--- src/rtl/clarke_arbiter_if.sv ---
`default_nettype none
// ============================================================================
// Module  : clarke_arbiter_if
// Brief   : Request, clarke-unit and result signal bundle for clarke_arbiter.
// Revision: 1.0 - initial release
// ============================================================================
interface clarke_arbiter_if #(
    parameter int N_CH    = 3,
    parameter int D_WIDTH = 18
);
    localparam int CH_W = (N_CH > 1) ? $clog2(N_CH) : 1;

    logic [N_CH-1:0]         req_valid;
    logic [N_CH*D_WIDTH-1:0] req_a;
    logic [N_CH*D_WIDTH-1:0] req_b;
    logic [N_CH-1:0]         req_ready;
    logic                    cl_start;
    logic [D_WIDTH-1:0]      cl_a;
    logic [D_WIDTH-1:0]      cl_b;
    logic [D_WIDTH-1:0]      cl_alpha;
    logic [D_WIDTH-1:0]      cl_beta;
    logic                    out_valid;
    logic                    out_ready;
    logic [D_WIDTH-1:0]      out_alpha;
    logic [D_WIDTH-1:0]      out_beta;
    logic [CH_W-1:0]         out_ch;
    logic                    busy;

    // Arbiter side
    modport slave (
        input  req_valid, req_a, req_b, cl_alpha, cl_beta, out_ready,
        output req_ready, cl_start, cl_a, cl_b, out_valid, out_alpha, out_beta, out_ch, busy
    );

    // Environment side: sample sources, clarke unit and downstream consumer
    modport master (
        output req_valid, req_a, req_b, cl_alpha, cl_beta, out_ready,
        input  req_ready, cl_start, cl_a, cl_b, out_valid, out_alpha, out_beta, out_ch, busy
    );
endinterface
`default_nettype wire

--- src/rtl/clarke_arbiter.sv ---
`default_nettype none
// ============================================================================
// Module  : clarke_arbiter
// Brief   : Round-robin share of one clarke transform unit between N_CH sources.
// Revision: 1.0 - initial release
// ============================================================================
module clarke_arbiter #(
    parameter int N_CH    = 3,
    parameter int D_WIDTH = 18,
    parameter int LAT     = 1
) (
    input  wire logic        clk,
    input  wire logic        rst,
    clarke_arbiter_if.slave  bus
);
    localparam int c_ch_w  = (N_CH > 1) ? $clog2(N_CH) : 1;
    localparam int c_cnt_w = $clog2(LAT + 1);

    typedef enum logic [1:0] {
        IDLE  = 2'd0,
        ISSUE = 2'd1,
        WAIT  = 2'd2,
        HOLD  = 2'd3
    } state_t;

    state_t              r_state;
    state_t              w_state_nxt;
    logic [c_ch_w-1:0]   r_rr_ptr;
    logic [c_ch_w-1:0]   r_out_ch;
    logic [c_cnt_w-1:0]  r_wait_cnt;
    logic [D_WIDTH-1:0]  r_cl_a;
    logic [D_WIDTH-1:0]  r_cl_b;
    logic [D_WIDTH-1:0]  r_out_alpha;
    logic [D_WIDTH-1:0]  r_out_beta;
    logic                w_grant_found;
    logic [c_ch_w-1:0]   w_grant_idx;
    logic                w_wait_last;

    // Scan from highest k down so the channel just after rr_ptr wins last.
    always_comb begin : grant_scan
        logic [c_ch_w-1:0] v_idx;
        w_grant_found = 1'b0;
        w_grant_idx   = '0;
        v_idx         = '0;
        for (int k = N_CH; k >= 1; k--) begin
            v_idx = c_ch_w'((int'(r_rr_ptr) + k) % N_CH);
            if (bus.req_valid[v_idx]) begin
                w_grant_found = 1'b1;
                w_grant_idx   = v_idx;
            end
        end
    end

    assign w_wait_last = (r_wait_cnt == c_cnt_w'(1));

    always_comb begin
        w_state_nxt = r_state;
        case (r_state)
            IDLE:    if (w_grant_found) w_state_nxt = ISSUE;
            ISSUE:   w_state_nxt = WAIT;
            WAIT:    if (w_wait_last) w_state_nxt = HOLD;
            HOLD:    if (bus.out_ready) w_state_nxt = IDLE;
            default: w_state_nxt = IDLE;
        endcase
    end

    always_ff @(posedge clk or posedge rst) begin
        if (rst) begin
            r_state <= IDLE;
        end else begin
            r_state <= w_state_nxt;
        end
    end

    always_ff @(posedge clk or posedge rst) begin
        if (rst) begin
            r_rr_ptr    <= c_ch_w'(N_CH - 1);
            r_out_ch    <= '0;
            r_wait_cnt  <= '0;
            r_cl_a      <= '0;
            r_cl_b      <= '0;
            r_out_alpha <= '0;
            r_out_beta  <= '0;
        end else begin
            case (r_state)
                IDLE: begin
                    if (w_grant_found) begin
                        r_cl_a   <= bus.req_a[int'(w_grant_idx)*D_WIDTH +: D_WIDTH];
                        r_cl_b   <= bus.req_b[int'(w_grant_idx)*D_WIDTH +: D_WIDTH];
                        r_out_ch <= w_grant_idx;
                    end
                end
                ISSUE: r_wait_cnt <= c_cnt_w'(LAT);
                WAIT: begin
                    r_wait_cnt <= r_wait_cnt - c_cnt_w'(1);
                    if (w_wait_last) begin
                        r_out_alpha <= bus.cl_alpha;
                        r_out_beta  <= bus.cl_beta;
                    end
                end
                HOLD: begin
                    // Pointer moves only on acceptance so a stalled result keeps its priority slot.
                    if (bus.out_ready) r_rr_ptr <= r_out_ch;
                end
                default: ;
            endcase
        end
    end

    assign bus.req_ready = (r_state == IDLE && w_grant_found) ? (N_CH'(1) << w_grant_idx) : '0;
    assign bus.cl_start  = (r_state == ISSUE);
    assign bus.cl_a      = r_cl_a;
    assign bus.cl_b      = r_cl_b;
    assign bus.out_valid = (r_state == HOLD);
    assign bus.out_alpha = r_out_alpha;
    assign bus.out_beta  = r_out_beta;
    assign bus.out_ch    = r_out_ch;
    assign bus.busy      = (r_state != IDLE);

endmodule
`default_nettype wire
--- src/flat_wrapper.sv ---
// flat-port wrapper written by rule: the top's interface ports become plain ports
module clarke_arbiter_flat 
#(
    parameter int N_CH    = 3,
    parameter int D_WIDTH = 18,
    parameter int LAT     = 1
)
  (clk, rst, bus_req_valid, bus_req_a, bus_req_b, bus_cl_alpha, bus_cl_beta, bus_out_ready, bus_req_ready, bus_cl_start, bus_cl_a, bus_cl_b, bus_out_valid, bus_out_alpha, bus_out_beta, bus_out_ch, bus_busy);
  clarke_arbiter_if #(.N_CH(N_CH), .D_WIDTH(D_WIDTH)) bus_i ();
  input  wire logic clk;
  input  wire logic rst;
  input wire logic [$bits(bus_i.req_valid)-1:0] bus_req_valid;
  input wire logic [$bits(bus_i.req_a)-1:0] bus_req_a;
  input wire logic [$bits(bus_i.req_b)-1:0] bus_req_b;
  input wire logic [$bits(bus_i.cl_alpha)-1:0] bus_cl_alpha;
  input wire logic [$bits(bus_i.cl_beta)-1:0] bus_cl_beta;
  input wire logic [$bits(bus_i.out_ready)-1:0] bus_out_ready;
  output wire logic [$bits(bus_i.req_ready)-1:0] bus_req_ready;
  output wire logic [$bits(bus_i.cl_start)-1:0] bus_cl_start;
  output wire logic [$bits(bus_i.cl_a)-1:0] bus_cl_a;
  output wire logic [$bits(bus_i.cl_b)-1:0] bus_cl_b;
  output wire logic [$bits(bus_i.out_valid)-1:0] bus_out_valid;
  output wire logic [$bits(bus_i.out_alpha)-1:0] bus_out_alpha;
  output wire logic [$bits(bus_i.out_beta)-1:0] bus_out_beta;
  output wire logic [$bits(bus_i.out_ch)-1:0] bus_out_ch;
  output wire logic [$bits(bus_i.busy)-1:0] bus_busy;
  assign bus_i.req_valid = bus_req_valid;
  assign bus_i.req_a = bus_req_a;
  assign bus_i.req_b = bus_req_b;
  assign bus_i.cl_alpha = bus_cl_alpha;
  assign bus_i.cl_beta = bus_cl_beta;
  assign bus_i.out_ready = bus_out_ready;
  assign bus_req_ready = bus_i.req_ready;
  assign bus_cl_start = bus_i.cl_start;
  assign bus_cl_a = bus_i.cl_a;
  assign bus_cl_b = bus_i.cl_b;
  assign bus_out_valid = bus_i.out_valid;
  assign bus_out_alpha = bus_i.out_alpha;
  assign bus_out_beta = bus_i.out_beta;
  assign bus_out_ch = bus_i.out_ch;
  assign bus_busy = bus_i.busy;
  clarke_arbiter #(.N_CH(N_CH), .D_WIDTH(D_WIDTH), .LAT(LAT)) u_core (.clk(clk), .rst(rst), .bus(bus_i));
endmodule
--- config.mk ---
export PLATFORM = sky130hd
export DESIGN_NAME = clarke_arbiter_flat
export DESIGN_NICKNAME = d
export VERILOG_FILES = /design/src/rtl/clarke_arbiter_if.sv /design/src/rtl/clarke_arbiter.sv /design/src/flat_wrapper.sv
export SDC_FILE = /design/constraint.sdc
export NUM_CORES = 1
export LEC_CHECK = 0
export CORE_ASPECT_RATIO = 0.9
export CORE_UTILIZATION = 46
export DETAILED_ROUTE_END_ITERATION = 7
export PLACE_DENSITY = 0.9
export SYNTH_ARGS = -nofsm -noshare
export SYNTH_HDL_FRONTEND = slang
export SYNTH_SLANG_ARGS = --single-unit
--- constraint.sdc ---
create_clock -name clk -period 3.8 [get_ports clk]
set_input_delay 0.38 -clock clk [delete_from_list [all_inputs] [get_ports clk]]
set_output_delay 0.38 -clock clk [all_outputs]
set_load 0.02 [all_outputs]
# Yosys cells after proc, flatten, opt, wreduce, memory -nomap -nowiden
# Cells that the tools add are included.
word_totals:
  word_cells: 54
  in_bits: 150
  output_inout_bits: 80
  reg_bits: 79
classes:
  order_cmp: 3
  n_shift: 3
  div_mod_pow: 3
  n_mul: 1
  n_reduce_logical: 8
  n_eq_ne: 6
  add_sub_neg: 4
  mux: 18
op_table:
  columns: ["op", "n"]
  rows:
  - ["indexed part select 54 x 32 -> 18 bit", 2]
  - ["modulo 32 x 3 -> 32 bit, second input constant", 3]
  - ["2-to-1 mux 2 bit", 6]
  - ["< comparator 2 x 3 -> 1 bit, second input constant", 3]
  - ["one-hot mux 2 bit (4 select lines)", 1]
  - ["adder 2 x 2 -> 3 bit, second input constant", 2]
  - ["binary-select mux 1 bit (select 2 bit)", 3]
  - ["multiplier 2 x 4 -> 6 bit, second input constant", 1]
  - ["2-to-1 mux 1 bit", 6]
  - ["AND reduction 2 bit", 3]
  - ["== test 2 bit, second input constant", 2]
  - ["inequality test 2 x 1 -> 1 bit, second input constant", 2]
  - ["nonzero test 2 bit", 2]
  - ["adder 2 x 1 -> 3 bit, second input constant", 1]
  - ["2-to-1 mux 3 bit", 1]
  - ["AND reduction 3 bit", 1]
  - ["<< shifter 1 x 2 -> 3 bit, first input constant", 1]
  - ["== test 2 x 1 -> 1 bit, second input constant", 1]
  - ["zero test 2 bit", 1]
  - ["inequality test 2 bit, second input constant", 1]
  - ["one-hot mux 1 bit (2 select lines)", 1]
  - ["logical AND 1 bit", 1]
  - ["subtractor 1 bit, second input constant", 1]

# Longest topological paths before layout
# Gate-level depths: netlist of the first run.
logic_depth:
  word_depth: 9
  depth_mapped: 10
  mapped_depth_nobuf: 7

# Worst setup path before layout of the first run
# No wires, ideal clock.
synth_path:
  path_type: "flip-flop to output port"
  startpoint: "register u_core.r_rr_ptr[1]"
  endpoint: "output bus_req_ready[1]"
  required_ns: 3.420
  arrival_time_ns: 2.306
  stages_incl_launch_ff: 9
  slack_ns: 1.114
  path_cell_list: "dfstp_2 ha_1 buf_4 nor2b_1 o31ai_1 o21bai_1 buf_4 buf_2 nor3b_1"
synth_via:
  elab_chain_len: 9
  word_cells_on_any_way: 21
  classes_between: "add/sub (3); div (3); shift (1); mux (13); reduce/logical (1)"
synth_rtl:
  columns: ["item", "line_no", "source"]
  rows:
  - ["from (decl)", "clarke_arbiter.sv:28", "logic [c_ch_w-1:0] r_rr_ptr;"]
  - ["from (signal assigned)", "clarke_arbiter.sv:77", "r_rr_ptr <= c_ch_w'(N_CH - 1);"]
  - ["from (signal assigned)", "clarke_arbiter.sv:103", "if (bus.out_ready) r_rr_ptr <= r_out_ch;"]
  - ["adder 2 x 2 -> 3 bit", "clarke_arbiter.sv:46", "v_idx = c_ch_w'((int'(r_rr_ptr) + k) % N_CH);"]
  - ["modulo 32 x 3 -> 32 bit", "clarke_arbiter.sv:46", null]
  - ["binary-select mux 1 bit (select 2 bit)", "clarke_arbiter.sv:47", "if (bus.req_valid[v_idx]) begin"]
  - ["2-to-1 mux 1 bit (not written as such)", "clarke_arbiter.sv:47", null]
  - ["2-to-1 mux 2 bit / 2-to-1 mux 1 bit (equally long branches) (3 in series)", "clarke_arbiter.sv:47", null]
  - ["<< shifter 1 x 2 -> 3 bit / logical AND 1 bit (equally long branches)", "clarke_arbiter.sv:110", "assign bus.req_ready = (r_state == IDLE && w_grant_found) ? (N_CH'(1) << w_grant_idx) : '0;"]
  - ["2-to-1 mux 3 bit (*)", "clarke_arbiter.sv:110", null]
  - ["to (decl)", "flat_wrapper.sv:18", "output wire logic [$bits(bus_i.req_ready)-1:0] bus_req_ready;"]
# Mark *: on every way between the ends. The rest lies on a longest branch, timed or not. The select of a mux whose other input is x is not followed.

# Worst setup path after layout of the first run
layout_path:
  startpoint: "register u_core.r_rr_ptr[0]"
  endpoint: "output bus_req_ready[1]"
# The elaborated chain is that of the path after synthesis.

==> out/summary.txt, run 1 <==
Clock power share: 12.6%
Crit start category: register
Layout cells sized above 1: 12.2%
Count of different cell masters after synthesis: 38
Final Setup Violations: 0
PD cells: 875 mW/mm^2
Final hold vios: 0
Warnings, synthesis: 0
Initial DRC count: 282
FF+latch count, synth: 79
PostCTS Resize Cnt: 0
Htree depth: 3
Measured slew at the worst slew-check pin: 1.05 ns
Routability congestion estimate: 0.925
Core Util, Final: 72.2%
ANT nets after route: 0
Crit path arrival time: 3.19 ns
Hold path cells: 1
Total die area: 0.0117 mm^2
Clock transition at path regs: 0.06 ns
Initial antenna violation count: 0
Num rows: 36
Flop pwr share: 22.1%
Hold EP: u_core.bus.out_beta[7]$_DFFE_PP0P_
Critical Path RT: 3.42 ns
DRC viols: 0
Post-synthesis cell area: 0.00516 mm^2
Grt total ovfl: 0
Post-Route WL: 15900 um
Net Sw Power: 0.00306 W
Antenna diodes: 0
Die height: 103 um
CTS root buf: clkbuf_16
Largest net degree at the start of global routing: 63
Setup TNS: 0 ns
CTS Buf Count: 9
Port-buffer cells: 229
Fin crit period: 3.57 ns
Clock tree from TritonCTS: done
Max_cap viols: 0
Global Route Usage Sum: 27.2%
Placed cell areas: 0.00754 mm^2
Worst Hold Launch: u_core.bus.out_beta[7]$_DFFE_PP0P_
Switching Share: 44.5%
Vias in the first global route: 4854
Setup crit start: u_core.r_rr_ptr[0]$_DFFE_PP0P_
Sequential area share after synthesis: 38.3%
Clock Skew: 0.00979 ns
Pre-antenna DRT Iters: 4
FF-to-FF End: u_core.bus.cl_b[10]$_DFFE_PP0P_
CP Class: reg -> out
FMAX: 280 MHz
Final HPWL DP: 11500 um
Clock sinks: 79
Reg2Reg Depth: 9
Global-route wire length before repair: 24600 um
Slew Limit Fails: 0
DR WL/cell: 18.1 um
Die X: 114 um
RR Startpoint: u_core.r_rr_ptr[1]$_DFFE_PP1P_
Setup repair after global routing missed its margin: false
Crit path capture type: output port
Syn_nets: 677
Finished Cell Area: 0.00784 mm^2
Core area: 0.0109 mm^2
Lkg Pwr: 3.26 nW
Internal power: 0.00381 W
Worst slew margin: 29.8%
Status: finished, final reports clean
Worst Hold Class: reg -> reg
Most frequent cells in the layout: 229 x clkdlybuf4s50_1, 78 x dfrtp_1, 45 x inv_1
Vias per inst: 5.61
Hold_buf cts: 0
Clock buffer depth: 2
Reg-to-reg setup timing slack: 0.90 ns
Synth Instances: 519
Clock latency on the worst-skew pair: 0.33 ns
Crit Path Max Fanout: 22
Buffers inserted by post-CTS timing repair: 0
Initial core utilization: 47.6%
Syn_area_per_cell: 9.95 um^2
Gate power share: 65.2%
Via count: 4928
Leading cell type in the layout, fill and taps excluded: clkdlybuf4s50_1
Max VDD drop: 0.000453 V
# IOs: 230
Area Growth Syn to Fin: 51.8%
Fin nets: 880
Fin crit share: 94.0%
routing by layer:
metal	up-vias	GRT usage (%)	share of wire, %
met5	-	0	0
met4	0	10.4	2.1
met3	25	4.82	8.0
met2	282	47.7	50
met1	2326	33.8	40
li1	2295	-	-
cell families (layout without fill, tap and decap cells):
group                      Yosys count  count (layout)  synth area share, %
AOI/OAI and AO/OA                  122             122                 17.8
muxes                               83              83                 17.2
buffers and inverters               96             304                 8.73
DFF                                 79              79                 38.3
and+or+nand+nor                    131             131                 16.0
adders and majority gates            8               8                 1.94
worst max-delay path by stage:
stage                  endpoint  cells past startpoint
3_3_place_gp   bus_req_ready[1]                      7
5_1_grt        bus_req_ready[1]                      8
2_1_floorplan  bus_req_ready[1]                      8
3_5_place_dp   bus_req_ready[1]                      7
4_1_cts        bus_req_ready[1]                      7
6_report       bus_req_ready[1]                      7
synthesized netlist by cell type:
master / count / area [um^2]
mux2_4: 1 / 15.0
nand2b_1: 5 / 31.3
and2b_1: 12 / 90.1
o21a_1: 1 / 7.51
o21bai_1: 1 / 7.51
nor2_1: 3 / 11.3
nor3b_1: 38 / 285
nor2_4: 1 / 11.3
a211oi_1: 27 / 203
mux2i_1: 42 / 420
a211oi_2: 9 / 113
nand2_1: 3 / 11.3
ha_1: 8 / 100
mux2_2: 39 / 439
o21ai_1: 31 / 155
a222oi_1: 1 / 10.0
a211o_1: 1 / 8.76
a21boi_1: 1 / 7.51
dfstp_2: 1 / 26.3
a21o_1: 1 / 7.51
nand3_1: 1 / 5.00
nor2b_1: 27 / 169
o2bb2ai_1: 1 / 8.76
nand3b_1: 3 / 22.5
buf_2: 12 / 60.1
mux2_1: 1 / 11.3
nor3_1: 38 / 190
a21oi_1: 3 / 15.0
buf_6: 8 / 90.1
a2111oi_0: 36 / 315
o21ai_0: 5 / 25.0
inv_1: 46 / 173
o21ai_2: 2 / 17.5
dfrtp_1: 78 / 1950
buf_4: 4 / 30.0
clkbuf_1: 26 / 97.6
o31ai_1: 1 / 7.51
o31ai_2: 1 / 12.5
final cells by class:
| cell class | count | area (um^2) |
|---|---|---|
| fill | 768 | 3020 |
| timing repair buffer | 242 | 2390 |
| inverter | 46 | 174 |
| clock buffer | 11 | 243 |
| clock inverter | 5 | 57.6 |
| sequential | 79 | 1980 |
| tap | 152 | 190 |
| multi-input combinational | 344 | 2810 |
power groups by stage:
| stage | Sequential [W] | Combinational [W] | Clock, W |
|---|---|---|---|
| 2_1_floorplan | 0.00197 | 0.00249 | 0 |
| 6_report | 0.00152 | 0.00447 | 0.000867 |
| 3_3_place_gp | 0.00150 | 0.00431 | 0 |
| 4_1_cts | 0.00152 | 0.00447 | 0.000886 |
| 5_1_grt | 0.00157 | 0.00481 | 0.000922 |
| 3_5_place_dp | 0.00153 | 0.00446 | 0 |
metrics by stage:
| stage | std cells | hold WS, ns | worst slack [ns] | total power [W] |
|---|---|---|---|---|
| after global routing | 879 | 0.523 | 0.0590 | 0.00730 |
| after global placement | 863 | 0.485 | 0.605 | 0.00581 |
| final | 879 | 0.504 | 0.227 | 0.00686 |
| after floorplan | 519 | 0.506 | 1.11 | 0.00446 |
| after detailed placement | 863 | 0.494 | 0.524 | 0.00599 |
| after CTS | 879 | 0.507 | 0.234 | 0.00688 |
state kept, by name, indices dropped and copies added, names as in the netlist:
signal	cells
u_core.bus.cl_a	18
u_core.r_wait_cnt	1
u_core.bus.cl_b	18
u_core.bus.out_ch	2
u_core.r_rr_ptr	2
u_core.r_state	2
u_core.bus.out_beta	18
u_core.bus.out_alpha	18
critical path, stage by stage (launching register included):
cell,delay [ns]
dfrtp_1,0.41
inv_1,0.08
ha_2,0.62
mux2i_1,0.40
o31ai_4,0.10
o21bai_4,0.32
nor3b_1,0.24
clkdlybuf4s50_1,0.68
(Power assumes the default switching activity.)
==> inputs of run 2 (changes only) <==
--- a/config.mk
+++ b/config.mk
@@ -6,6 +6,7 @@
 export NUM_CORES = 1
 export LEC_CHECK = 0
 export CORE_ASPECT_RATIO = 0.9
+export CORE_MARGIN = 2
 export CORE_UTILIZATION = 46
 export DETAILED_ROUTE_END_ITERATION = 7
 export PLACE_DENSITY = 0.9
==> out/summary.txt, run 2 (synthesized netlist as in run 1, its figures left out) <==
Vias in the first global route: 5153 (+6.2%)
Total die area: 0.0121 mm^2 (+3.7%)
Initial antenna violation count: 0 (unchanged)
Crit path capture type: output port
Grt total ovfl: 0 (unchanged)
CTS Buf Count: 9 (unchanged)
Global Route Usage Sum: 28.0% (+0.83 points)
Measured slew at the worst slew-check pin: 0.908 ns (-0.144 ns)
Initial DRC count: 378 (+34%)
PD cells: 884 mW/mm^2 (+0.94%)
Global-route wire length before repair: 26700 um (+8.7%)
# IOs: 230 (unchanged)
Crit path arrival time: 3.21 ns (+0.02 ns)
Initial core utilization: 47.4% (-0.20 points)
RR Startpoint: u_core.r_rr_ptr[1]$_DFFE_PP1P_
Critical Path RT: 3.42 ns (about the same)
Reg-to-reg setup timing slack: 0.93 ns (+0.03 ns)
DR WL/cell: 19.4 um (+7.5%)
Max VDD drop: 0.000561 V (+24%)
Htree depth: 3 (unchanged)
FF-to-FF End: u_core.bus.cl_a[2]$_DFFE_PP0P_
Area Growth Syn to Fin: 52.1%
Clock buffer depth: 2 (unchanged)
Crit start category: register
Hold_buf cts: 0 (unchanged)
Worst Hold Class: in -> async
Met3 WL: 1200 um (-6.0%)
Clock sinks: 79 (unchanged)
Clock tree from TritonCTS: done
Clock Skew: 0.00570 ns (-0.00409 ns)
Lkg Pwr: 3.26 nW (about the same)
Core Util, Final: 72.0% (-0.16 points)
Routability congestion estimate: 0.929 (+0.46%)
Post-Route WL: 17100 um (+7.7%)
Via count: 5112 (+3.7%)
PostCTS Resize Cnt: 0 (unchanged)
Die X: 116 um (+1.8%)
Fin nets: 882 (+0.23%)
Vias per inst: 5.80 (+3.5%)
Num rows: 36 (unchanged)
Final hold vios: 0 (unchanged)
Slew Limit Fails: 0 (unchanged)
Fin crit period: 3.59 ns (+0.0175 ns)
Antenna diodes: 0 (unchanged)
Met2 WL: 8680 um (+8.6%)
FMAX: 279 MHz (-0.49%)
ANT nets after route: 0 (unchanged)
Reg2Reg Depth: 7 (-2)
Setup TNS: 0 ns (unchanged)
Leading cell type in the layout, fill and taps excluded: clkdlybuf4s50_1
FILL cells: 795 (+3.5%)
Layout cells sized above 1: 12.8% (+0.52 points)
Highest metal used: met4
Worst slew margin: 37.9% (+8.1 points)
Metal-1 WL: 6740 um (+7.3%)
CTS root buf: clkbuf_16
Buffers inserted by post-CTS timing repair: 0 (unchanged)
Crit Path Max Fanout: 24 (+9.1%)
Port-buffer cells: 229 (unchanged)
Final Setup Violations: 0 (unchanged)
DRC viols: 0 (unchanged)
Clock transition at path regs: 0.07 ns (about the same)
Final HPWL DP: 12000 um (+4.4%)
Fin crit share: 94.5% (+0.46 points)
Clock latency on the worst-skew pair: 0.33 ns (about the same)
Setup repair after global routing missed its margin: false
CP Class: reg -> out
Status: finished, final reports clean
Core area: 0.0109 mm^2 (+0.42%)
Most frequent cells in the layout: 229 x clkdlybuf4s50_1, 78 x dfrtp_1, 45 x inv_1
Die height: 105 um (+2.0%)
Pre-antenna DRT Iters: 8 (+4)
Largest net degree at the start of global routing: 41 (-35%)
Max_cap viols: 0 (unchanged)
## run 2: changes by cell type in the layout (fill, tap and decap cells not counted), sizes merged
cell      delta
inv          +2
buf          +2
clkbuf       -1
clkinvlp     +2
bufinv       -1
clkinv       -2
## run 2: power by group
| part | internal (W) | switching, W |
|---|---|---|
| Sequential | 0.00128 | 0.000254 |
| Clock | 0.000470 | 0.000382 |
| Combinational | 0.00202 | 0.00253 |
## run 2: final cells by class
| class | count | area [um^2] | share of cell area [%] |
|---|---|---|---|
| multi-input cells | 344 | 2810 | 35.8 |
| repair buffers | 244 | 2400 | 30.6 |
| flip-flops and latches | 79 | 1980 | 25.2 |
| clock buffers | 10 | 239 | 3.04 |
| well taps | 152 | 190 | 2.42 |
| inverters | 46 | 174 | 2.21 |
| clock inverters | 6 | 52.6 | 0.669 |
## run 2: stage by stage
| stage | cell area, um^2 | std cells | power, W | worst slack, ns | hold slack, ns |
|---|---|---|---|---|---|
| after floorplan | 5160 | 519 | 0.00446 | 1.11 | 0.506 |
| after global placement | 7560 | 865 | 0.00584 | 0.680 | 0.485 |
| after detailed placement | 7560 | 865 | 0.00605 | 0.607 | 0.492 |
| after CTS | 7850 | 881 | 0.00694 | 0.232 | 0.482 |
| after global routing | 7850 | 881 | 0.00734 | 0.0648 | 0.526 |
| final | 7850 | 881 | 0.00694 | 0.210 | 0.466 |
## run 2: how the worst max path moves through the flow
stage	from	endpoint	cells after the start
2_1_floorplan	u_core.r_rr_ptr[1]$_DFFE_PP1P_	bus_req_ready[1]	8
3_3_place_gp	bus_req_valid[2]	bus_req_ready[0]	8
3_5_place_dp	bus_req_valid[2]	bus_req_ready[0]	8
4_1_cts	u_core.r_rr_ptr[0]$_DFFE_PP0P_	bus_req_ready[0]	9
5_1_grt	u_core.r_rr_ptr[0]$_DFFE_PP0P_	bus_req_ready[0]	9
6_report	u_core.r_rr_ptr[0]$_DFFE_PP0P_	bus_req_ready[0]	9
## run 2: layer usage
layer  global-route usage, %  vias to the layer above
met3                    4.55                       43
met5                       0                        -
met4                    10.5                        0
met1                    35.0                     2471
met2                    48.3                      299
li1                        -                     2299
## run 2: worst max-delay path, stage by stage (launching register included)
cell	delay, ns
dfrtp_1	0.40
inv_1	0.09
ha_2	0.65
nand3b_1	0.23
o21ai_4	0.22
o31ai_4	0.13
o21bai_4	0.19
buf_4	0.21
nor2_1	0.11
clkdlybuf4s50_1	0.63
==> inputs of run 3 (changes only) <==
--- a/config.mk
+++ b/config.mk
@@ -6,7 +6,6 @@
 export NUM_CORES = 1
 export LEC_CHECK = 0
 export CORE_ASPECT_RATIO = 0.9
-export CORE_MARGIN = 2
 export CORE_UTILIZATION = 46
 export DETAILED_ROUTE_END_ITERATION = 7
 export PLACE_DENSITY = 0.9
==> results of run 3 <==
Final layout, timing and power as in run 1 (identical DEF).
